--- src/rtl/stream_mux_pkg.sv ---
// Shared constants, arbitration state and pointer helper for stream_mux_rr.
// Packet locking is enabled with STREAM_MUX_LOCK_EN.
package stream_mux_pkg;

  localparam int N_DEF = 4;
  localparam int W_DEF = 8;

  typedef enum logic {ARB, LOCK} state_e;

  function automatic int unsigned rr_next(input int unsigned idx, input int unsigned n);
    return (idx + 1 >= n) ? 0 : idx + 1;
  endfunction

endpackage

--- src/rtl/rr_arbiter.sv ---
// Round-robin pick: first requester at or after ptr, wrapping; combinational.
// No state and no backpressure; the caller qualifies the grant.
module rr_arbiter #(
  parameter  int N    = 4,
  localparam int SELW = $clog2(N)
) (
  input  logic [N-1:0]    req,
  input  logic [SELW-1:0] ptr,
  output logic [N-1:0]    gnt_oh,
  output logic [SELW-1:0] gnt_idx
);

  localparam int SW1 = SELW + 1;

  logic [SW1-1:0]  pos;
  logic [SELW-1:0] idx;

  // Scan farthest-first so the nearest requester after ptr overwrites the rest.
  always_comb begin
    gnt_oh  = '0;
    gnt_idx = '0;
    pos     = '0;
    idx     = '0;
    for (int k = N - 1; k >= 0; k--) begin
      pos = {1'b0, ptr} + SW1'(k);
      if (pos >= SW1'(N)) pos = pos - SW1'(N);
      idx = pos[SELW-1:0];
      if (req[idx]) begin
        gnt_oh      = '0;
        gnt_oh[idx] = 1'b1;
        gnt_idx     = idx;
      end
    end
  end

endmodule

--- src/rtl/stream_mux_rr.sv ---
// N-to-1 round-robin stream mux with a one-entry output register; 1-cycle latency.
// Stalled output blocks all in_ready; STREAM_MUX_LOCK_EN adds packet-atomic grants.
module stream_mux_rr
  import stream_mux_pkg::*;
#(
  parameter  int N    = N_DEF,
  parameter  int W    = W_DEF,
  localparam int SELW = $clog2(N)
) (
  input  logic            clk,
  input  logic            rst,
  input  logic [N*W-1:0]  in_data,
  input  logic [N-1:0]    in_valid,
  output logic [N-1:0]    in_ready,
`ifdef STREAM_MUX_LOCK_EN
  input  logic [N-1:0]    in_last,
  output logic            out_last,
`endif
  output logic [W-1:0]    out_data,
  output logic            out_valid,
  input  logic            out_ready,
  output logic [SELW-1:0] out_sel
);

  logic            load;
  logic            xfer;
  logic            ptr_upd;
  logic [SELW-1:0] ptr;
  logic [SELW-1:0] arb_idx;
  logic [SELW-1:0] gnt_idx;
  logic [N-1:0]    arb_oh;
  logic [N-1:0]    gnt_oh;
  logic [W-1:0]    ch_data [N];

  for (genvar i = 0; i < N; i++) begin : g_ch
    assign ch_data[i] = in_data[i*W +: W];
  end

  rr_arbiter #(.N(N)) u_arb (
    .req     (in_valid),
    .ptr     (ptr),
    .gnt_oh  (arb_oh),
    .gnt_idx (arb_idx)
  );

  assign load     = !out_valid || out_ready;
  assign in_ready = (load && (|in_valid) && !rst) ? gnt_oh : '0;
  assign xfer     = |(in_valid & in_ready);

`ifdef STREAM_MUX_LOCK_EN
  state_e          state;
  state_e          state_nxt;
  logic [SELW-1:0] lock_ch;

  // While locked the grant stays on lock_ch even if it is idle.
  always_comb begin
    gnt_oh  = arb_oh;
    gnt_idx = arb_idx;
    if (state == LOCK) begin
      gnt_oh          = '0;
      gnt_oh[lock_ch] = 1'b1;
      gnt_idx         = lock_ch;
    end
  end

  always_comb begin
    state_nxt = state;
    if (xfer) state_nxt = in_last[gnt_idx] ? ARB : LOCK;
  end

  assign ptr_upd = xfer && ((state == ARB) || in_last[gnt_idx]);

  always_ff @(posedge clk) begin
    if (rst) begin
      state    <= ARB;
      lock_ch  <= '0;
      out_last <= 1'b0;
    end else begin
      state <= state_nxt;
      if (xfer && state == ARB) lock_ch <= gnt_idx;
      if (xfer) out_last <= in_last[gnt_idx];
    end
  end
`else
  assign gnt_oh  = arb_oh;
  assign gnt_idx = arb_idx;
  assign ptr_upd = xfer;
`endif

  always_ff @(posedge clk) begin
    if (rst) begin
      ptr       <= '0;
      out_valid <= 1'b0;
      out_data  <= '0;
      out_sel   <= '0;
    end else begin
      if (xfer) begin
        out_valid <= 1'b1;
        out_data  <= ch_data[gnt_idx];
        out_sel   <= gnt_idx;
      end else if (out_ready) begin
        out_valid <= 1'b0;
      end
      if (ptr_upd) ptr <= SELW'(rr_next(32'(gnt_idx), N));
    end
  end

endmodule
--- config.mk ---
export PLATFORM = sky130hd
export DESIGN_NAME = stream_mux_rr
export DESIGN_NICKNAME = d
export VERILOG_FILES = /design/src/rtl/stream_mux_pkg.sv /design/src/rtl/rr_arbiter.sv /design/src/rtl/stream_mux_rr.sv
export SDC_FILE = /design/constraint.sdc
export NUM_CORES = 1
export LEC_CHECK = 0
export ABC_AREA = 1
export BUFFER_PORTS_ARGS = -buffer_cell sky130_fd_sc_hd__buf_2
export CAP_MARGIN = 15
export CORE_UTILIZATION = 45
export DETAILED_ROUTE_END_ITERATION = 16
export PLACE_DENSITY = 0.75
export SYNTH_ARGS = -nofsm -noshare
export SYNTH_HDL_FRONTEND = slang
export SYNTH_SLANG_ARGS = --single-unit
--- constraint.sdc ---
create_clock -name clk -period 5.85 [get_ports clk]
set_input_delay 1.755 -clock clk [delete_from_list [all_inputs] [get_ports clk]]
set_output_delay 1.755 -clock clk [all_outputs]
set_load 0.01 [all_outputs]
==> run_results.csv, run 1 <==
group,metric,value,unit
critical_path,path_cells,"buf_2, inv_1, nand2_1, nand3_2, nand2_4, nor2_4, nand2_1, nand3_1, nand2_1, inv_1, buf_2",
timing,hold_viol,0,
final_layout,area_growth,19.7,%
yosys,syn_area,1500,µm²
yosys,syn_avg_cell_area,6.21,µm²
critical_path,start_kind,"primary input",
final_layout,instances_no_fill,338,
yosys,syn_inst,242,
final_layout,drive_above_1_share,32.3,%
timing,fmax,217,MHz
placed_design,dp_cells,334,
timing,fin_crit_sh,78.9,%
placed_design,place_hpwl,2660,µm
yosys,netlist.area_leader.share,17.3,%
clock_tree,cts_buffers,3,
timing,grt_setup_unrepaired,"no",
clock_tree,root_buffer,"clkbuf_4",
job,drv_cap,0,
timing,fin_crit,4620,ps
pwr,p_leak,1.02,nW
critical_path,crit_required,4090,ps
clock_tree,postCtsHoldBufs,0,
yosys,netlist_top_cells_area,"dfxtp_1 17%, nand2_1 13%, inv_1 10%",
grt,grt_max_degree,29,
final_layout,layout.nets,342,
drt,wl_per_cell,9.64,µm
yosys,synth_area_leader_cell,"dfxtp_1",
grt,grt_pass1_vias,1383,
yosys,synth-seq-cells,13,
final_layout,nFillCells,345,
critical_path,path_max_fanout,6,
clock_tree,cts_resized,0,
drt,dr.first_iter.drc_count,72,
grt,grt_pass1_wl,5580,µm
timing,slew_headroom,57.6,%
timing,tightest_slew,636,ps
grt,antenna_found_initial,0,
clock_tree,cts_sinks,13,
critical_path,end_kind,"output port",
die,start_util,48.5,%
die,coreArea,3100,µm²
drt,drcViolationCount,0,
die,pin_count,54,
timing,tns,0,ps
grt,track_usage,19.6,%
placed_design,io_buffers,53,
die,die_width,59.8,µm
hold_path,hp-class,"flip-flop to flip-flop",
final_layout,insertedDiodeCount,0,
timing,timing.hold.ws,474,ps
critical_path,critPathKind,"primary input to output port",
clock_tree,post_cts_buffers,0,
timing,drv_slew,0,
clock_tree,cts.htree.levels,1,
yosys,synth-seq-area-share,17.3,%
die,dieArea,3580,µm²
critical_path,slowest_stage,"nand3_2",
pwr,ir_worst_vdd,0.340,mV
critical_path,cp_data_arrival_time,2860,ps
pwr,powerDensity,593,nW/µm²
clock_tree,clkLatencyLatePin,270,ps
clock_tree,clk_pin_slew,70,ps
timing,setup_violations,0,
placed_design,place_congestion,0.849,
timing,post-route-worst-setup-slack,1230,ps
drt,routed_wl,3260,µm
yosys,synth_warnings,0,
critical_path,critical_path.most_common_cell,"nand2_1",
drt,ant_nets,0,
clock_tree,clockBufferDepth,2,
yosys,ys_types,26,
drt,vias_per_cell,4.75,
grt,overflow,0,
drt,firstDrtPassIters,6,
timing,final.setup_skew,7.49,ps
yosys,syn_nets,289,
placed_design,post-place-ws,1230,ps
die,die_h,59.8,µm
outcome,outcome,"finished, final reports clean",
critical_path,slowest_delay,160,ps
drt,via_count,1606,
clock_tree,cts_tree,"built",
die,placementRows,20,
## state kept, by name, indices dropped and copies added, names as in the netlist
register,flops
out_data,8
out_sel,2
ptr,2
out_valid,1
## synth_stat cells (all sizes together)
cell and count:
nand3b 6, o21ai 11, dfxtp 13, nand4 1, nand2 72, clkinv 1, nand3 28, inv 46
nor2 31, ha 8, a21oi 20, buf 5
## routing by layer
metal | track usage [%] | wire (µm) | vias up | part of all wire, %
li1 | - | - | 855 | -
met1 | 26.8 | 1520 | 690 | 47
met2 | 34.9 | 1560 | 61 | 48
met3 | 0.649 | 177 | 0 | 5.4
met4 | 1.99 | 0 | 0 | 0
met5 | 0 | 0 | - | 0
## layout by cell type, fill, tap and decap left out, types with 2 or more instances in the layout
master    instances
inv_2             3
dfxtp_1          13
nand2_2          14
inv_1            41
o21ai_1           7
nand3b_1          6
a21oi_2           2
nand3_2           8
nor2_1           29
nand3_1          18
buf_2            53
ha_1              8
clkbuf_4          3
nand2_4           6
nand3_4           2
nand2_1          52
o21ai_0           4
a21oi_1          18
## metrics by stage
stage	utilization (%)	cell area (µm²)	total power, mW
finish	58.0	1800	1.07
global route	58.0	1800	1.21
CTS	58.0	1800	1.08
detailed placement	57.2	1770	1.02
global placement	57.2	1770	1.01
floorplan	-	1500	0.891
## where the power goes
part	leakage, nW	internal (mW)	total [mW]	switching, mW
logic	0.903	0.297	0.846	0.549
registers	0.107	0.129	0.167	0.0385
clock network	0.0150	0.0264	0.0550	0.0287
total	1.02	0.452	1.07	0.616
## worst max-delay path: cells and delay by family
kind	cells	cell delay, ps
buffers and inverters	4	350
and+or+nand+nor	7	730
## worst paths after layout
path	from	endpoint	slack [ps]	cells past startpoint
worst max-delay path	in_valid[3]	in_ready[0]	1230	11
worst min-delay path	out_data[4]	out_data[4]	470	2
worst min register to register	out_data[4]	out_data[4]	470	2
worst max register to register	ptr[0]	out_data[7]	3100	15
## cells by family after synthesis
logic type	after synthesis	share of synthesized area (%)
AO/OA/AOI/OAI	31	10.8
flip-flops	13	17.3
buffers and inverters	52	15.6
AND/OR/NAND/NOR	138	49.7
adder cells (fa/ha/maj)	8	6.66
## layout make-up
class / count / area, µm² / area share [%]
Multi-Input combinational cell: 177 / 1010 / 56.1
Timing Repair Buffer: 53 / 265 / 14.7
Sequential cell: 13 / 260 / 14.5
Inverter: 47 / 184 / 10.2
Tap cell: 44 / 55.1 / 3.06
Clock buffer: 4 / 26.3 / 1.46
(Power assumes the default switching activity.)
==> inputs of run 2 (changes only) <==
- ABC_AREA: 1 -> 0
- clock period: 5.85 -> 4.74 ns (I/O delays scaled with it)
==> run_results.csv, run 2 <==
group,metric,value,unit
outcome,outcome,"finished, final reports clean",
final_layout,regArea,260,µm²
die,coreArea,3130,µm²
placed_design,io_buffers,53,
die,die_h,60.2,µm
yosys,ys.flop_type,"dfxtp_1",
pwr,pwr-share-clk,6.1,%
clock_tree,clockBufferDepth,2,
pwr,netSwitchingPower,0.550,mW
timing,drv_slew,0,
clock_tree,post_cts_buffers,0,
clock_tree,cts_resized,0,
clock_tree,cts_sinks,13,
critical_path,crit_required,3320,ps
placed_design,place_congestion,0.967,
critical_path,slowest_delay,570,ps
pwr,powerDensity,604,nW/µm²
hold_path,hp-class,"flip-flop to flip-flop",
pwr,switching_share,50.5,%
grt,grt_max_degree,22,
pwr,p_leak,0.877,nW
timing,setup_violations,0,
yosys,ys_types,43,
yosys,synth_area_leader_cell,"dfxtp_1",
clock_tree,cts_buffers,3,
yosys,async_reset_ff_share,0,%
clock_tree,clkLatencyLatePin,270,ps
final_layout,largest_register_ffs,8,
yosys,synth-seq-cells,13,
timing,post-route-worst-setup-slack,285,ps
drt,ant_nets,0,
final_layout,insertedDiodeCount,0,
timing,hold_viol,0,
yosys,synth_warnings,0,
final_layout,layout.nets,277,
yosys,netlist_top_cells_area,"dfxtp_1 17%, o221ai_1 9.2%, mux2i_1 8.5%",
grt,grt_pass1_wl,6040,µm
critical_path,critical_path.most_common_cell,"buf_2",
critical_path,path_max_fanout,18,
clock_tree,cts_tree,"built",
clock_tree,clk_pin_slew,70,ps
clock_tree,cts.htree.levels,1,
final_layout,mostFrequentLayoutCells,"53 x buf_2, 20 x inv_1, 17 x nand2_1, 16 x o221ai_1",
drt,routed_wl,3790,µm
placed_design,placed_cell_area,1780,µm²
yosys,syn_avg_cell_area,8.24,µm²
drt,dr.first_iter.drc_count,81,
critical_path,slowest_stage,"mux4_2",
critical_path,path_delay_family,"compound AO/OA/AOI/OAI gates",
final_layout,nFillCells,290,
grt,track_usage,21.8,%
grt,antenna_found_initial,0,
timing,grt_setup_unrepaired,"no",
yosys,syn_inst,185,
pwr,power_frac_comb,78.8,%
grt,overflow,0,
pwr,p_seq_share,15.1,%
drt,wl_per_cell,13.9,µm
die,pin_count,54,
job,drv_cap,0,
yosys,synth.most_common_cell,"inv_1",
yosys,synth_edf_count,0,
final_layout,fin_util,57.6,%
yosys,synth-seq-area-share,17.1,%
timing,fmax,224,MHz
timing,slew_headroom,54.3,%
drt,firstDrtPassIters,4,
critical_path,start_kind,"primary input",
placed_design,post-place-ws,338,ps
drt,via_count,1555,
yosys,netlist.area_leader.share,17.1,%
final_layout,area_growth,18.3,%
final_layout,final_area,1800,µm²
final_layout,instances_no_fill,273,
drt,drcViolationCount,0,
yosys,synth_common_cells,"20 x inv_1, 17 x nand2_1, 16 x o221ai_1",
clock_tree,root_buffer,"clkbuf_4",
final_layout,drive_above_1_share,34.1,%
placed_design,place_hpwl,2850,µm
critical_path,path_buf_inv,2,
die,dieArea,3620,µm²
die,die_width,60.2,µm
placed_design,dp_cells,269,
timing,timing.hold.ws,460,ps
pwr,intPower,0.539,mW
grt,grt_pass1_vias,1392,
pwr,p_total,1.09,mW
critical_path,cp_data_arrival_time,3030,ps
timing,fin_crit_sh,94.0,%
critical_path,critPathKind,"primary input to output port",
timing,tightest_slew,685,ps
timing,final.setup_skew,3.57,ps
critical_path,path_cells,"buf_2, mux4_2, o41ai_1, o221a_2, buf_2",
timing,tns,0,ps
final_layout,top_regs,"out_data x8, out_sel x2, ptr x2",
die,placementRows,20,
final_layout,multiInputGateArea,1090,µm²
critical_path,end_kind,"output port",
clock_tree,postCtsHoldBufs,0,
yosys,syn_nets,232,
pwr,ir_worst_vdd,0.248,mV
timing,fin_crit,4460,ps
final_layout,max_flop_register,"out_data",
drt,vias_per_cell,5.70,
die,start_util,48.7,%
yosys,syn_area,1520,µm²
final_layout,final_common_cell,"buf_2",
## run 2: cell types whose count changed after synthesis, moves of 7 or more
cell / previous run / this run
nand3_2: 8 / 0
nand2_1: 52 / 17
mux2_2: 0 / 10
nand2_2: 14 / 0
clkbuf_1: 0 / 7
o221ai_1: 0 / 16
mux2i_1: 0 / 13
nor2_1: 29 / 8
inv_1: 41 / 20
a21oi_1: 18 / 6
o211ai_1: 0 / 8
nand3_1: 18 / 1
## run 2: final cells by class
class                           count  share of cell area (%)
Multi-Input combinational cell    135                    60.5
Timing Repair Buffer               57                    16.4
Sequential cell                    13                    14.4
Inverter                           20                    4.16
Tap cell                           44                    3.05
Clock buffer                        4                    1.46
## run 2: path summary, 6_finish.rpt
check             slack (ps)  cells past startpoint          end        start
setup reg to reg        1650                      8  out_data[2]       ptr[0]
hold reg to reg          460                      2  out_data[2]  out_data[2]
setup / recovery         280                      5  in_ready[2]  in_valid[2]
hold / removal           460                      2  out_data[2]  out_data[2]
## run 2: tightest hold or removal path, cell delays in order (launching register included)
cell     delay [ps]
dfxtp_1         310
nand2_1          50
mux2i_1          60
## run 2: layer usage
metal,track usage [%],share of wire [%],wire length (µm),up-vias
met5,0,0,0,-
met4,4.32,0.53,20,0
met3,4.11,4.5,171,2
met2,37.2,49,1850,54
met1,28.3,46,1750,721
li1,-,-,-,778
## run 2: cells by family (layout without fill, tap and decap cells)
logic type,count (synthesis),count (layout),share of synthesized area (%)
AO/OA/AOI/OAI,58,58,29.9
adder cells (fa/ha/maj),8,8,6.57
buffers and inverters,37,81,11.3
flip-flops,13,13,17.1
multiplexers,28,28,21.8
AND/OR/NAND/NOR,41,41,13.3
## run 2: power groups by stage
stage | logic [mW] | clock network, mW | registers [mW]
floorplan | 0.665 | 0 | 0.189
global placement | 0.848 | 0 | 0.166
detailed placement | 0.850 | 0 | 0.166
CTS | 0.853 | 0.0678 | 0.164
global route | 0.945 | 0.0747 | 0.168
finish | 0.859 | 0.0664 | 0.164
